$ cat config.mk
export PLATFORM = sky130hd
export DESIGN_NAME = sd_line_server_flat
export DESIGN_NICKNAME = d
export VERILOG_FILES = /design/src/rtl/sd_line_server_if.sv /design/src/rtl/sd_line_server.sv /design/src/flat_wrapper.sv
export SDC_FILE = /design/constraint.sdc
export NUM_CORES = 1
export LEC_CHECK = 0
export ABC_AREA = 1
export CAP_MARGIN = 25
export CORE_ASPECT_RATIO = 0.8
export CORE_UTILIZATION = 43
export CTS_BUF_LIST = sky130_fd_sc_hd__clkbuf_4
export DETAILED_ROUTE_END_ITERATION = 16
export PLACE_DENSITY = 0.74
export SETUP_SLACK_MARGIN = 0.05
export SYNTH_ARGS = -nofsm -noshare
export SYNTH_HDL_FRONTEND = slang
export SYNTH_SLANG_ARGS = --single-unit
$ cat constraint.sdc
create_clock -name clk -period 13.3 [get_ports clk]
set_input_delay 3.99 -clock clk [delete_from_list [all_inputs] [get_ports clk]]
set_output_delay 3.99 -clock clk [all_outputs]
set_load 0.05 [all_outputs]
$ cat src/rtl/sd_line_server_if.sv
// Memory beat port between the line server (master) and the memory model (slave).
interface sd_line_server_if #(
  parameter int unsigned ADDR_W = 16,
  parameter int unsigned WORD_W = 16
);
  logic              mem_req;
  logic              mem_we;
  logic [ADDR_W-1:0] mem_addr;
  logic [WORD_W-1:0] mem_wdata;
  logic [WORD_W-1:0] mem_rdata;
  logic              mem_ack;

  modport master (
    output mem_req, mem_we, mem_addr, mem_wdata,
    input  mem_rdata, mem_ack
  );

  modport slave (
    input  mem_req, mem_we, mem_addr, mem_wdata,
    output mem_rdata, mem_ack
  );
endinterface

$ cat src/rtl/sd_line_server.sv
// Cache line-miss responder: optional 4-beat victim writeback, then 4-beat line read,
// then a one-cycle fill strobe with the assembled line.
module sd_line_server #(
  parameter int unsigned ADDR_W = 16,
  parameter int unsigned WORD_W = 16
) (
  input  logic                clk,
  input  logic                rst,
  input  logic                miss_req,
  input  logic [ADDR_W-1:0]   miss_addr,
  input  logic                wb_req,
  input  logic [ADDR_W-1:0]   wb_addr,
  input  logic [4*WORD_W-1:0] wb_data,
  output logic [4*WORD_W-1:0] fill_data,
  output logic                fill_we,
  output logic                busy,
  sd_line_server_if.master    mem
);
  localparam int unsigned LINE_W = 4 * WORD_W;
  // Clears the word-in-line bits so a latched address is a line base.
  localparam logic [ADDR_W-1:0] LINE_MASK = ~ADDR_W'(3);

  typedef enum logic [2:0] {IDLE, WB, RD, FILL, HOLD} state_t;

  state_t                   state, state_n;
  logic [1:0]               beat, beat_n;
  logic [ADDR_W-1:0]        line, line_n;
  logic [ADDR_W-1:0]        wb_line, wb_line_n;
  logic [3:0][WORD_W-1:0]   wb_buf, wb_buf_n;
  logic [2:0][WORD_W-1:0]   rd_buf, rd_buf_n;
  logic [LINE_W-1:0]        fill_data_n;
  logic                     fill_we_n;
  logic                     busy_n;
  logic                     req_n;
  logic                     we_n;
  logic [ADDR_W-1:0]        addr_n;
  logic [WORD_W-1:0]        wdata_n;
  logic                     ack_beat;

  assign ack_beat = mem.mem_req & mem.mem_ack;

  // State and registered outputs.
  always_ff @(posedge clk or posedge rst) begin
    if (rst) begin
      state         <= IDLE;
      beat          <= 2'd0;
      line          <= '0;
      wb_line       <= '0;
      wb_buf        <= '0;
      rd_buf        <= '0;
      fill_data     <= '0;
      fill_we       <= 1'b0;
      busy          <= 1'b0;
      mem.mem_req   <= 1'b0;
      mem.mem_we    <= 1'b0;
      mem.mem_addr  <= '0;
      mem.mem_wdata <= '0;
    end else begin
      state         <= state_n;
      beat          <= beat_n;
      line          <= line_n;
      wb_line       <= wb_line_n;
      wb_buf        <= wb_buf_n;
      rd_buf        <= rd_buf_n;
      fill_data     <= fill_data_n;
      fill_we       <= fill_we_n;
      busy          <= busy_n;
      mem.mem_req   <= req_n;
      mem.mem_we    <= we_n;
      mem.mem_addr  <= addr_n;
      mem.mem_wdata <= wdata_n;
    end
  end

  // Next state and next values of the registered outputs.
  always_comb begin
    state_n     = state;
    beat_n      = beat;
    line_n      = line;
    wb_line_n   = wb_line;
    wb_buf_n    = wb_buf;
    rd_buf_n    = rd_buf;
    fill_data_n = fill_data;
    fill_we_n   = 1'b0;
    req_n       = mem.mem_req;
    we_n        = mem.mem_we;
    addr_n      = mem.mem_addr;
    wdata_n     = mem.mem_wdata;

    case (state)
      IDLE: begin
        if (miss_req) begin
          line_n    = miss_addr & LINE_MASK;
          wb_line_n = wb_addr & LINE_MASK;
          wb_buf_n  = wb_data;
          beat_n    = 2'd0;
          req_n     = 1'b1;
          if (wb_req) begin
            state_n = WB;
            we_n    = 1'b1;
            addr_n  = wb_line_n;
            wdata_n = wb_data[WORD_W-1:0];
          end else begin
            state_n = RD;
            we_n    = 1'b0;
            addr_n  = line_n;
          end
        end
      end
      WB: begin
        if (ack_beat) begin
          beat_n = beat + 2'd1;
          if (beat == 2'd3) begin
            // Counter has wrapped to 0; first read beat follows back-to-back.
            state_n = RD;
            we_n    = 1'b0;
            addr_n  = line | ADDR_W'(beat_n);
          end else begin
            addr_n  = wb_line | ADDR_W'(beat_n);
            wdata_n = wb_buf[beat_n];
          end
        end
      end
      RD: begin
        if (ack_beat) begin
          beat_n = beat + 2'd1;
          case (beat)
            2'd0:    rd_buf_n[0] = mem.mem_rdata;
            2'd1:    rd_buf_n[1] = mem.mem_rdata;
            2'd2:    rd_buf_n[2] = mem.mem_rdata;
            default: ;
          endcase
          if (beat == 2'd3) begin
            state_n     = FILL;
            req_n       = 1'b0;
            fill_we_n   = 1'b1;
            fill_data_n = {mem.mem_rdata, rd_buf[2], rd_buf[1], rd_buf[0]};
          end else begin
            addr_n = line | ADDR_W'(beat_n);
          end
        end
      end
      FILL:    state_n = HOLD;
      HOLD:    state_n = IDLE;
      default: state_n = IDLE;
    endcase

    busy_n = (state_n != IDLE);
  end
endmodule

$ cat src/flat_wrapper.sv
// flat-port wrapper written by rule: the top's interface ports become plain ports
module sd_line_server_flat 
#(
  parameter int unsigned ADDR_W = 16,
  parameter int unsigned WORD_W = 16
)
  (clk, rst, miss_req, miss_addr, wb_req, wb_addr, wb_data, fill_data, fill_we, busy, mem_mem_req, mem_mem_we, mem_mem_addr, mem_mem_wdata, mem_mem_rdata, mem_mem_ack);
  sd_line_server_if #(.ADDR_W(ADDR_W), .WORD_W(WORD_W)) mem_i ();
  input  logic clk;
  input  logic rst;
  input  logic miss_req;
  input  logic [ADDR_W-1:0] miss_addr;
  input  logic wb_req;
  input  logic [ADDR_W-1:0] wb_addr;
  input  logic [4*WORD_W-1:0] wb_data;
  output logic [4*WORD_W-1:0] fill_data;
  output logic fill_we;
  output logic busy;
  output wire logic [$bits(mem_i.mem_req)-1:0] mem_mem_req;
  output wire logic [$bits(mem_i.mem_we)-1:0] mem_mem_we;
  output wire logic [$bits(mem_i.mem_addr)-1:0] mem_mem_addr;
  output wire logic [$bits(mem_i.mem_wdata)-1:0] mem_mem_wdata;
  input wire logic [$bits(mem_i.mem_rdata)-1:0] mem_mem_rdata;
  input wire logic [$bits(mem_i.mem_ack)-1:0] mem_mem_ack;
  assign mem_mem_req = mem_i.mem_req;
  assign mem_mem_we = mem_i.mem_we;
  assign mem_mem_addr = mem_i.mem_addr;
  assign mem_mem_wdata = mem_i.mem_wdata;
  assign mem_i.mem_rdata = mem_mem_rdata;
  assign mem_i.mem_ack = mem_mem_ack;
  sd_line_server #(.ADDR_W(ADDR_W), .WORD_W(WORD_W)) u_core (.clk(clk), .rst(rst), .miss_req(miss_req), .miss_addr(miss_addr), .wb_req(wb_req), .wb_addr(wb_addr), .wb_data(wb_data), .fill_data(fill_data), .fill_we(fill_we), .busy(busy), .mem(mem_i));
endmodule
==> summary.txt, run 1 <==
Clock tree
  – CTS buffer count: 61
  – Depth of the CTS H-tree: 2
  – Latest clock arrival within the worst-skew pair: 0.70 ns
  – CTS tree: built
  – CTS Hold Buffers Added: 0
  – CTS sink count: 245
  – Post-CTS Setup Bufs: 0
  – Clk Tree Root Cell: clkbuf_4
  – Clock slew at reported path FFs: about 0.060 ns
  – Clk buf depth: 3
  – Number of gates resized after CTS: 0

Finish
  – Syn-to-layout area delta: 27.9%
  – Nets: 1634
  – Fraction of layout cells with a size suffix above 1: 8.54%

Worst hold path
  – HP Start: u_core.rd_buf[24]
  – Hold Path Depth: 2
  – Worst hold path type: reg2reg
  – Worst Hold Path EP: u_core.fill_data[24]

STA
  – Fmax: 0.167 GHz
  – Shortest period the worst path allows: 6.01 ns
  – Final Cycle Share: 45.2%
  – RSZ-0062 raised after global routing: false
  – Final Skew: roughly 0.033 ns
  – Final Setup Violations: 0
  – Max Slew Vio Count: 0
  – Setup TNS: 0 ns
  – Hold_ws: 0.466 ns
  – Slew HR: 29.7%
  – Final hold vios: 0
  – Worst slew pin tran: 1.05 ns

Routing
  – Vias/cell: 4.99
  – DR iter-0 viols: 772
  – Max layer used: met5
  – Per-cell routed wire length: roughly 16 microns
  – # DRC: 0
  – Final ANT Viol Nets: 0
  – Routed wl met3: 2550 microns
  – WL met2: roughly 13000 microns
  – Via count: 9316
  – WL met1: 12900 microns
  – Post-Route WL: 29000 microns
  – DR pass1 iterations: 5

Yosys
  – Syn Nets: 1422
  – Yosys reg bits: 245
  – Post-synthesis cell area: 10700 sq um
  – Synth top area cells: dfrtp_1 (57%), nand2_1 (20%), nand3_1 (5.5%), o21ai_0 (5.3%), inv_1 (3.6%)
  – Post-synth top area cell: dfrtp_1
  – Syn avg cell area: 8.21 sq um
  – Sequential area share after synthesis: 57.4%
  – Synth warnings: 0
  – Synth top area share: 57.4%
  – Cell count after synthesis: 1301
  – Synth unique cells: 24

Power
  – Flop pwr share: 35.1%
  – Net Sw Frac: 45.7%
  – P_leak: 6.84 nW
  – Power, Total: 3.54 mW
  – Power Density: 259 nW/um^2
  – Peak supply drop: 0.173 mV
  – Combinational Power Share: 48.1%
  – NetSw: 1.61 mW
  – P_int: 1.92 mW
  – Clock power share: 16.8%

Job
  – Max Cap Viol: 0

Global routing
  – Global route overflow: 0
  – Largest net degree at the start of global routing: 136
  – GRT Total Usage: 23.5%
  – Antenna violations before repair: 3
  – Wire length of the first global-routing pass: 46600 microns
  – Vias in the first global route: 9090

Setup path
  – Worst R2R Path Depth: 8
  – Reg-to-reg startpoint: u_core.beat[0]
  – R2r setup slk: 10.01 ns
  – CP Capture Type: flop
  – Crit path DAT: 6.55 ns
  – CP Max Fanout: 77
  – Worst Path Required: 13.84 ns
  – CP Class: in2reg
  – Critical Path Start Type: primary input
  – Critical R2R Capture: u_core.mem.mem_wdata[6]

Place
  – I/O Buffers: 212
  – Detailed placer's ending HPWL: 18800 microns
  – GP Congestion: 0.854

Die
  – Die Ht: 143 microns
  – Rows: 51
  – Core area: 24400 sq um
  – Initial core utilization: between 40% and 50%
  – DIE WIDTH: 178 microns
  – IO Count: 217
  – DIE AREA: around 25000 sq um

Status
  – Status: finished clean
through the flow:
stage	setup slack (ns)	instances	cell area, sq um	util (%)
6_report	7.29	1867	13700	56.0
5_1_grt	6.96	1866	13700	56.0
4_1_cts	7.04	1863	13600	55.9
3_5_place_dp	6.32	1767	12900	53.0
3_3_place_gp	6.32	1766	12900	52.9
2_1_floorplan	2.58	1301	10700	-
critical path: stages:
cell and delay (ns):
clkdlybuf4s50_1 0.50, inv_1 0.09, nor2_4 0.65, buf_4 0.56, buf_16 0.31, inv_2 0.22, nand3_1 0.12, nand2_1 0.05
final cells by class:
type	instances	area, sq um
Fill cell	2251	10700
Sequential cell	245	6130
Multi-Input combinational cell	874	3780
Timing Repair Buffer	220	2210
Clock buffer	91	683
Inverter	111	424
Tap cell	318	398
Clock inverter	5	23.8
Antenna cell	3	7.51
state kept, by name (all words and copies together) (netlist names):
register,flops
u_core.mem.mem_addr,16
u_core.mem.mem_wdata,16
u_core.fill_we,1
u_core.mem.mem_req,1
u_core.wb_buf,64
u_core.line,14
u_core.busy,1
u_core.fill_data,64
u_core.rd_buf,48
u_core.wb_line,14
u_core.mem.mem_we,1
u_core.beat,2
u_core.state,3
cell usage in the layout, fill, tap and decap left out:
cell,n
ha_1,4
o21a_1,2
clkinv_1,5
clkinv_4,1
nand4_1,1
nor2_2,1
clkdlybuf4s50_1,212
nand4_2,2
nor2_1,5
buf_4,6
nor2_4,3
dfrtp_1,245
nand3_2,3
o21ai_0,114
or2_1,4
buf_8,1
nand3_1,117
nand2_2,3
inv_2,7
diode_2,3
nand2_1,558
inv_1,102
clkbuf_4,91
o21ai_1,43
inv_8,1
a21oi_1,2
buf_16,1
or2_2,12
per-layer routing:
metal / GRT usage [%] / vias up
li1: - / 4518
met5: 0 / -
met2: 35.0 / 372
met1: 33.0 / 4373
met4: 8.52 / 2
met3: 6.12 / 51
synthesized netlist by cell type, drive strengths merged:
master and n:
a21oi 2, buf 33, clkbuf 38, clkinv 2
dfrtp 245, ha 4, inv 109, nand2 561
nand3 120, nand4 3, nor2 9, o21a 2
o21ai 157, or2 16
how the worst max path moves through the flow:
stage | from | end | slack, ns | cells after the start
floorplan | rst | u_core.beat[0] | 2.58 | 1
detailed placement | miss_req | u_core.mem.mem_we | 6.32 | 7
global placement | miss_req | u_core.mem.mem_we | 6.32 | 7
global route | rst | u_core.wb_line[3] | 6.96 | 4
CTS | miss_req | u_core.mem.mem_we | 7.04 | 7
finish | miss_req | u_core.mem.mem_we | 7.29 | 8
power groups by stage:
stage | Combinational [mW] | Clock (mW) | Sequential [mW]
after floorplan | 0.745 | 0 | 1.67
after global placement | 1.66 | 0 | 1.24
after detailed placement | 1.70 | 0 | 1.25
after CTS | 1.70 | 0.610 | 1.24
after global routing | 1.86 | 0.653 | 1.28
final | 1.70 | 0.595 | 1.24
logic make-up (layout without fill, tap and decap cells):
logic type / count (synthesis) / after routing / share of synthesized area, %
adders and majority gates: 4 / 4 / 0.469
and+or+nand+nor: 709 / 709 / 27.3
DFF: 245 / 245 / 57.4
AOI/OAI and AO/OA: 161 / 161 / 7.59
buffers and inverters: 182 / 427 / 7.18
other: 0 / 3 / 0
(Power assumes the default switching activity.)
==> inputs of run 2 (changes only) <==
==> constraint.sdc (replaced) <==
create_clock -name clk -period 5.58 [get_ports clk]
set_input_delay 1.674 -clock clk [delete_from_list [all_inputs] [get_ports clk]]
set_output_delay 1.674 -clock clk [all_outputs]
set_load 0.05 [all_outputs]
==> summary.txt, run 2 (synthesis gave the netlist of run 1 again) <==
Routing
  – WL met1: 13200 microns (was 12900 microns)
  – DR iter-0 viols: 901 (was 772)
  – DR pass1 iterations: 5 (unchanged)
  – Vias/cell: 4.99 (about the same)
  – Routed wl met3: 2340 microns (was 2550 microns)
  – Max layer used: met4 (was met5)
  – WL met2: 12800 microns (was 12900 microns)
  – Per-cell routed wire length: 15.5 microns (about the same)
  – Post-Route WL: 28900 microns (was 29000 microns)
  – # DRC: 0 (unchanged)
  – Via count: 9288 (was 9316)
  – Final ANT Viol Nets: 0 (unchanged)

Global routing
  – Vias in the first global route: 9068 (was 9090)
  – Largest net degree at the start of global routing: 139 (was 136)
  – Antenna violations before repair: 2 (was 3)
  – Global route overflow: 0 (unchanged)
  – GRT Total Usage: 23.3% (was 23.5%)
  – Wire length of the first global-routing pass: 46700 microns (was 46600 microns)

Worst hold path
  – Worst hold path type: reg2reg (unchanged)
  – Hold Path Depth: 2 (unchanged)
  – HP Start: u_core.rd_buf[44] (was u_core.rd_buf[24])
  – Worst Hold Path EP: u_core.fill_data[44] (was u_core.fill_data[24])

Setup path
  – Largest stage delay on the critical path: 0.89 ns (was 0.65 ns)
  – Critical Path Start Type: flop (was primary input)
  – CP Capture Type: output port (was flop)
  – Crit path DAT: 1.95 ns (was 6.55 ns)
  – CP Class: reg2out (was in2reg)
  – Critical path's top delay family: buffers and inverters (unchanged)
  – CP Max Fanout: 3 (was 77)
  – Max stage delay cell, worst path: clkdlybuf4s50_1 (was nor2_4)
  – Worst R2R Path Depth: 9 (was 8)
  – Worst Path Required: 3.91 ns (was 13.84 ns)
  – Critical path, cell by cell: clkdlybuf4s50_1 (was clkdlybuf4s50_1 > inv_1 > nor2_4 > buf_4 > buf_16 > inv_2 > nand3_1 > nand2_1)
  – Reg-to-reg startpoint: u_core.beat[0] (unchanged)
  – Critical R2R Capture: u_core.mem.mem_wdata[6] (unchanged)
  – R2r setup slk: 2.19 ns (was 10.01 ns)
  – Worst Path Buf+Inv: 1 (was 5)

Die
  – Initial core utilization: 43.8% (unchanged)
  – IO Count: 217 (unchanged)
  – DIE WIDTH: 178 microns (unchanged)
  – Core area: 24400 sq um (unchanged)
  – Die Ht: 143 microns (unchanged)
  – DIE AREA: 25500 sq um (unchanged)
  – Rows: 51 (unchanged)

Clock tree
  – CTS buffer count: 60 (was 61)
  – Number of gates resized after CTS: 0 (unchanged)
  – CTS Hold Buffers Added: 0 (unchanged)
  – Clock slew at reported path FFs: 0.07 ns (was 0.06 ns)
  – Clk Tree Root Cell: clkbuf_4 (unchanged)
  – CTS sink count: 245 (unchanged)
  – Latest clock arrival within the worst-skew pair: 0.68 ns (was 0.70 ns)
  – CTS tree: built (unchanged)
  – Depth of the CTS H-tree: 2 (unchanged)
  – Post-CTS Setup Bufs: 0 (unchanged)
  – Clk buf depth: 3 (unchanged)

Finish
  – Nets: 1633 (was 1634)
  – Final std cells w/o fill: 1860 (was 1867)
  – Syn-to-layout area delta: 27.9% (about the same)
  – Largest registers: u_core.fill_data (64), u_core.wb_buf (64), u_core.rd_buf (48) (unchanged)
  – Most frequent cells in the layout: nand2_1 (558), dfrtp_1 (245), clkdlybuf4s50_1 (212), nand3_1 (117), o21ai_0 (114) (unchanged)
  – Fraction of layout cells with a size suffix above 1: 8.31% (was 8.54%)
  – Fillers: 2256 (was 2251)
  – Commonest non-fill, non-tap cell in the layout: nand2_1 (unchanged)

Job
  – Max Cap Viol: 0 (unchanged)

Place
  – GP Congestion: 0.855 (was 0.854)
  – Detailed placer's ending HPWL: 18500 microns (was 18800 microns)
  – I/O Buffers: 212 (unchanged)
  – Dpl cells: 1767 (unchanged)

Status
  – Status: finished clean (unchanged)

STA
  – Setup TNS: 0 ns (unchanged)
  – Worst slew pin tran: 0.995 ns (was 1.05 ns)
  – RSZ-0062 raised after global routing: false (unchanged)
  – Final Cycle Share: between 60% and 70%
  – Final Skew: 0.0572 ns (was 0.0328 ns)
  – Final hold vios: 0 (unchanged)
  – Max Slew Vio Count: 0 (unchanged)
  – Slew HR: 33.6% (was 29.7%)
  – Shortest period the worst path allows: 3.62 ns
  – Fmax: 0.276 GHz
  – Final Setup Violations: 0 (unchanged)

Power
  – Peak supply drop: 0.390 mV (was 0.173 mV)
  – Power, Total: 8.39 mW (was 3.54 mW)
  – P_int: 4.56 mW (was 1.92 mW)
  – Combinational Power Share: 48.3% (was 48.1%)
  – Power Density: 614 nW/um^2 (was 259 nW/um^2)
  – NetSw: 3.83 mW (was 1.61 mW)
  – Flop pwr share: 35.3% (was 35.1%)
  – P_leak: 6.83 nW (was 6.84 nW)
  – Clock power share: 16.5% (was 16.8%)
  – Net Sw Frac: 45.6% (was 45.7%)
run 2: changes by cell type in the layout (fill, tap and decap cells not counted), sizes merged:
cell,previous run,this run
clkbuf,91,87
clkinv,6,4
clkinvlp,0,1
diode,3,1
run 2: worst max-delay path by stage:
stage                       start                  endpoint  cells after the start
2_1_floorplan                 rst            u_core.beat[0]                      1
3_3_place_gp               wb_req  u_core.mem.mem_wdata[14]                      5
3_5_place_dp               wb_req  u_core.mem.mem_wdata[12]                      5
4_1_cts        u_core.mem.mem_req               mem_mem_req                      1
5_1_grt            u_core.beat[0]   u_core.mem.mem_wdata[6]                      9
6_report       u_core.mem.mem_req               mem_mem_req                      1
run 2: cell type report:
class,count,area (sq um),area share (%)
Clock inverter,4,15.0,0.110
Timing Repair Buffer,220,2260,16.5
Inverter,111,420,3.08
Tap cell,318,398,2.91
Sequential cell,245,6130,44.9
Antenna cell,1,2.50,0.0183
Multi-Input combinational cell,874,3780,27.7
Clock buffer,87,653,4.78
run 2: per-stage QoR:
step	hold WS [ns]	utilization [%]	instance area, sq um	setup slack (ns)
floorplan	0.442	-	10700	0.688
global placement	0.448	53.1	12900	1.41
detailed placement	0.453	53.2	13000	1.39
CTS	0.466	55.9	13600	1.92
global route	0.486	56.0	13700	1.89
finish	0.464	56.0	13700	1.96
run 2: metal layers:
layer	GRT usage (%)	vias to the layer above
met4	7.67	0
met1	33.8	4382
met3	5.30	56
met2	34.6	348
li1	-	4502
met5	0	-
run 2: power groups by stage:
stage | clock network [mW] | logic, mW | registers, mW
6_report | 1.38 | 4.05 | 2.96
5_1_grt | 1.52 | 4.46 | 3.04
4_1_cts | 1.42 | 4.05 | 2.95
3_5_place_dp | 0 | 4.03 | 2.98
3_3_place_gp | 0 | 3.95 | 2.95
2_1_floorplan | 0 | 1.78 | 3.97
